==> src/rtl/csa_pkg.sv <==
// Shared definitions for the pipelined carry-select adder: stage count,
// parameter sanity check and the per-stage control record.
package csa_pkg;

   // Control part of a pipeline stage record; the skewed operand and partial
   // sum vectors are width-dependent and live next to it in csa_pipe.
   typedef struct packed {
      logic valid;
      logic carry;
   } stage_ctrl_t;

   // Number of registered stages; clamped to 1 so a bad parameter set still
   // elaborates far enough to report the width error.
   function automatic int unsigned num_stages(input int unsigned n, input int unsigned m,
                                              input int unsigned b);
      if ((m * b) == 0 || n < (m * b)) return 1;
      return n / (m * b);
   endfunction

   function automatic bit width_ok(input int unsigned n, input int unsigned m,
                                   input int unsigned b);
      return (n != 0) && (m != 0) && (b != 0) && ((n % (m * b)) == 0);
   endfunction

endpackage

==> src/rtl/csa_blk.sv <==
// M-bit dual-carry block: both sums are precomputed, sel picks one.
module csa_blk
   import csa_pkg::*;
#(
   parameter int unsigned M = 4
) (
   input  logic [M-1:0] a,
   input  logic [M-1:0] b,
   input  logic         sel,
   output logic [M-1:0] s,
   output logic         c0,
   output logic         c1
);

   logic [M-1:0] s0;
   logic [M-1:0] s1;

   // Carry-in 0 and carry-in 1 sums, then select by the incoming block carry.
   always_comb begin
      {c0, s0} = {1'b0, a} + {1'b0, b};
      {c1, s1} = {1'b0, a} + {1'b0, b} + (M + 1)'(1);
      s        = sel ? s1 : s0;
   end

endmodule

==> src/rtl/csa_pipe.sv <==
// Pipelined carry-select adder/subtractor with a global-stall valid/ready
// handshake. Rank r holds the operation waiting to resolve stage r; the output
// register is the final rank, so latency is S cycles.
module csa_pipe
   import csa_pkg::*;
#(
   parameter int unsigned N = 256,
   parameter int unsigned M = 4,
   parameter int unsigned B = 16
) (
   input  logic         clk,
   input  logic         rst,
   input  logic         in_valid,
   output logic         in_ready,
   input  logic [N-1:0] a,
   input  logic [N-1:0] b,
   input  logic         cin,
   input  logic         sub,
   output logic         out_valid,
   input  logic         out_ready,
   output logic [N-1:0] s,
   output logic         cout,
   output logic         ovf
);

   localparam int unsigned W  = M * B;
   localparam int unsigned S  = num_stages(N, M, B);
   localparam int unsigned NB = N / M;

   if (!width_ok(N, M, B)) begin : g_bad_width
      $error("csa_pipe: N must be a nonzero multiple of M*B");
   end

   logic stall;

   // Per rank: below r*W the vector already holds resolved sum bits, above it
   // still holds operand a. b_q carries b_eff for the unresolved part.
   stage_ctrl_t  ctrl_q [S];
   stage_ctrl_t  ctrl_d [S];
   logic [N-1:0] as_q   [S];
   logic [N-1:0] as_d   [S];
   logic [N-1:0] b_q    [S];
   logic [N-1:0] b_d    [S];

   logic [N-1:0]  blk_s;
   logic [NB-1:0] blk_c0;
   logic [NB-1:0] blk_c1;
   logic [NB-1:0] blk_cin;
   logic [S-1:0]  stage_cout;
   logic [N-1:0]  final_s;

   assign stall    = out_valid & ~out_ready;
   assign in_ready = ~stall;

   // Dual-carry blocks; block j belongs to stage j/B and reads that rank.
   for (genvar j = 0; j < NB; j++) begin : g_blk
      localparam int unsigned R = j / B;
      csa_blk #(
         .M (M)
      ) u_blk (
         .a   (as_q[R][j*M +: M]),
         .b   (b_q[R][j*M +: M]),
         .sel (blk_cin[j]),
         .s   (blk_s[j*M +: M]),
         .c0  (blk_c0[j]),
         .c1  (blk_c1[j])
      );
   end

   // Combinational select chain across the B blocks of each stage, seeded by
   // that rank's registered carry.
   always_comb begin
      logic c;
      c          = 1'b0;
      blk_cin    = '0;
      stage_cout = '0;
      for (int r = 0; r < S; r++) begin
         c = ctrl_q[r].carry;
         for (int k = 0; k < B; k++) begin
            blk_cin[r*B + k] = c;
            c = blk_c0[r*B + k] | (blk_c1[r*B + k] & c);
         end
         stage_cout[r] = c;
      end
   end

   // Next rank contents: operand conditioning into rank 0, then each rank
   // merges in the W sum bits its stage just resolved.
   always_comb begin
      ctrl_d[0].valid = in_valid;
      ctrl_d[0].carry = sub | cin;
      as_d[0]         = a;
      b_d[0]          = sub ? ~b : b;
      for (int r = 1; r < S; r++) begin
         ctrl_d[r].valid         = ctrl_q[r-1].valid;
         ctrl_d[r].carry         = stage_cout[r-1];
         as_d[r]                 = as_q[r-1];
         as_d[r][(r-1)*W +: W]   = blk_s[(r-1)*W +: W];
         b_d[r]                  = b_q[r-1];
      end
   end

   // Rank valid/carry registers; only the valids need a reset.
   always_ff @(posedge clk) begin
      if (rst) begin
         for (int r = 0; r < S; r++) ctrl_q[r].valid <= 1'b0;
      end else if (!stall) begin
         ctrl_q <= ctrl_d;
      end
   end

   // Skewed operand / partial sum registers, frozen with the rest on a stall.
   always_ff @(posedge clk) begin
      if (!stall) begin
         as_q <= as_d;
         b_q  <= b_d;
      end
   end

   // Full result as seen by the last stage.
   always_comb begin
      final_s                   = as_q[S-1];
      final_s[(S-1)*W +: W]     = blk_s[(S-1)*W +: W];
   end

   // Output rank; data only loads on a valid op so bubbles leave it untouched.
   always_ff @(posedge clk) begin
      if (rst) begin
         out_valid <= 1'b0;
         s         <= '0;
         cout      <= 1'b0;
         ovf       <= 1'b0;
      end else if (!stall) begin
         out_valid <= ctrl_q[S-1].valid;
         if (ctrl_q[S-1].valid) begin
            s    <= final_s;
            cout <= stage_cout[S-1];
            ovf  <= (as_q[S-1][N-1] == b_q[S-1][N-1]) && (final_s[N-1] != as_q[S-1][N-1]);
         end
      end
   end

endmodule

==> config.mk <==
export PLATFORM = sky130hd
export DESIGN_NAME = csa_pipe
export DESIGN_NICKNAME = d
export VERILOG_FILES = /design/src/rtl/csa_pkg.sv /design/src/rtl/csa_blk.sv /design/src/rtl/csa_pipe.sv
export SDC_FILE = /design/constraint.sdc
export NUM_CORES = 2
export LEC_CHECK = 0
export CAP_MARGIN = 10
export CORE_UTILIZATION = 59
export CTS_BUF_LIST = sky130_fd_sc_hd__clkbuf_8
export CTS_CLUSTER_SIZE = 12
export DETAILED_ROUTE_END_ITERATION = 16
export PLACE_DENSITY = 0.93
export SYNTH_ARGS = -nofsm -noshare
export SYNTH_HDL_FRONTEND = slang
export SYNTH_SLANG_ARGS = --single-unit
export TNS_END_PERCENT = 10
==> constraint.sdc <==
create_clock -name clk -period 56 [get_ports clk]
set_clock_uncertainty 0.05 [all_clocks]
set_input_delay 5.6 -clock clk [delete_from_list [all_inputs] [get_ports clk]]
set_output_delay 5.6 -clock clk [all_outputs]
set_load 0.05 [all_outputs]
==> qor.csv <==
stage;metric;value;unit
outcome;outcome;finished clean;
yosys;syn_nets;5488;
clock_tree;clockRootBuffer;clkbuf_8;
drt;wl_per_cell;23.84;um
grt;grt_max_degree;201;
die;die_height;357.8;um
yosys;synth_edf_count;1668;
cells_and_area;fillers;6856;
drt;ant_nets;0;
grt;grt_pass1_wl;259600;um
yosys;ys_async_sr_fraction;0;%
timing;setup_viol_count_final;0;
yosys;synth_commonest_cells;1,668 x edfxtp_1, 545 x nand2_1, 390 x xor2_1;
setup_path;start_kind;input pin;
clock_tree;cts_buffers;309;
drt;drt-total-wl;178700;um
setup_path;crit_arrival;7.91;ns
die;die_w;357.8;um
yosys;synth_cell_types;82;
drt;first_iter_violations;4826;
grt;grt_pass1_vias;44147;
clock_tree;ctsResizeCount;0;
yosys;syn_inst;4586;
worst_hold_path;hp-class;reg -> reg;
die;ios;778;
timing;hold_viol;0;
timing;timing.fmax;73.73;MHz
die;start_util;59.46;%
yosys;ys_seq_elements;1931;
yosys;synth_area_leaders;edfxtp_1 67%, dfxtp_1 7.1%, ha_1 5.4%, xor2_1 4.6%, nand2_1 2.7%;
flow_run;maxCapViolations;0;
cells_and_area;regArea;55350;um^2
cells_and_area;layout.nets;6487;
clock_tree;cts_sinks;1931;
grt;grt_usage;27.50;%
yosys;yosys_warnings;0;
timing;relSlewSlack;19.33;%
timing;finalSetupTns;0;ns
drt;drcViolationCount;0;
cells_and_area;layout-drive-gt1-share;8.259;%
grt;antenna_found_initial;51;
setup_path;cpPeakStageDelay;0.82;ns
timing;rsz0062_at_grt;false;
die;rows;130;
place;port_buffers;777;
place;dp_hpwl;117100;um
die;die-area;128000;um^2
grt;overflow;0;
power;leakage;34.27;nW
yosys;ys_seq_area_share;74.13;%
setup_path;critPathKind;in -> out;
clock_tree;clock_latency;1.01;ns
cells_and_area;finish.utilization;71.67;%
clock_tree;clk_pin_slew_worst_paths;0.06;ns
timing;slew_viol_final;0;
yosys;syn_area_per_cell;16.28;um^2
setup_path;crit_top_cell;clkdlybuf4s50_1;
cells_and_area;area_delta_synth_final;20.52;%
setup_path;crit_fanout;51;
yosys;synth_ff_type;edfxtp_1;
setup_path;r2r-start;b_d[128];
drt;via_per_inst;5.748;
worst_hold_path;hold_path.startpoint;as_d[56];
setup_path;required;50.35;ns
setup_path;cp-startpoint;out_ready;
power;power;3.424;mW
power;p_per_area;38.04;nW/um^2
drt;dr.pass1.iters;6;
yosys;yosysTopAreaCell;edfxtp_1;
die;core-area;125600;um^2
clock_tree;tritoncts;done;
setup_path;slowest_stage;clkdlybuf4s50_1;
yosys;yosys.area.top_type_share;67.08;%
clock_tree;htreeDepth;5;
clock_tree;cts_setup_buffers;0;
timing;period_minus_slack;13.56;ns
drt;vias;43083;
place;gp_congestion;0.9163;
timing;finalCritPeriodShare;24.22;%
timing;worst_pin_slew;1.210;ns
cells_and_area;multi_input_area;18810;um^2
yosys;syn_area;74670;um^2
setup_path;crit_path_end_kind;primary output;
yosys;yosysMostFrequentCell;edfxtp_1;
power;peakVddDrop;0.02507;mV
clock_tree;postCtsHoldBufs;0;
setup_path;worstPathCellList;clkdlybuf4s50_1 > nor2b_1 > inv_8 > clkdlybuf4s50_1;
clock_tree;clockBufferDepth;4;
cell families after synthesis:
logic type / share of synthesized area (%)
fa+ha+maj: 7.078
mux: 0.9199
xor+xnor: 6.580
simple gates: 4.967
buf+inv: 0.7054
flops: 74.13
compound gates: 5.619
power breakdown:
| group | internal, mW | total [mW] | switching [mW] |
|---|---|---|---|
| sequential | 1.80 | 1.87 | 0.0701 |
| combinational | 0.189 | 0.438 | 0.248 |
| clock | 0.570 | 1.11 | 0.543 |
| total | 2.56 | 3.42 | 0.861 |
per-stage QoR:
stage               hold slack (ns)  setup slack [ns]  cells  cell area, um^2
floorplan                    0.3503             11.91   4586            74670
global placement             0.3503             42.53   6924            84350
detailed placement           0.3545             42.46   6924            84350
CTS                          0.3052             42.46   7462            89910
global route                 0.3183             42.38   7487            89970
finish                       0.2916             42.44   7495            89990
layout make-up:
cell class	instances	share of cell area [%]
Sequential cell	1931	61.51
Multi-Input combinational cell	2515	20.90
Antenna cell	33	0.09176
Inverter	20	0.09176
Timing Repair Buffer	808	8.940
Clock inverter	208	1.129
Tap cell	1650	2.294
Clock buffer	330	5.047
metal layers:
metal	vias to the layer above	share of wire (%)	global-route usage, %
li1	19137	-	-
met1	20912	35	31.47
met2	2383	49	45.69
met3	605	10	8.550
met4	46	5.7	16.00
met5	-	0.17	0
state kept, by name, indices dropped and copies added (netlist names), 3 cells and up:
| signal | count |
|---|---|
| as_d | 576 |
| as_q | 448 |
| b_d | 576 |
| b_q | 64 |
| blk_cin | 4 |
| ctrl_d | 3 |
| s | 256 |
final timing paths:
kind                 end  slack [ns]  cells past startpoint
max             in_ready       42.44                      4
min             as_q[56]        0.29                      0
min reg2reg     as_q[56]        0.29                      0
max reg2reg  blk_cin[48]       50.38                     14
cells in the final DEF, fill, tap and decap left out, drive strengths merged, types with 8 or more instances in the layout:
cell / n
xnor2: 171
or2: 8
clkdlybuf4s50: 775
clkinv: 82
diode: 33
nand2b: 15
o21ai: 36
o211ai: 8
nand4: 55
mux2i: 18
ha: 320
nor2: 69
dfxtp: 263
fa: 64
a21o: 134
a2111oi: 11
clkbuf: 330
nand2: 545
a211oi: 40
nor3: 19
a31oi: 13
nand3: 41
xor2: 390
and3: 20
inv: 135
mux2: 45
and2: 13
buf: 33
a21oi: 347
nor2b: 19
edfxtp: 1668
worst max-delay path, delay by kind of cell:
| family | cells | cell delay, ns |
|---|---|---|
| simple gates | 1 | 0.66 |
| buf+inv | 3 | 1.60 |
No activity file was read; power rests on OpenSTA's default activity.
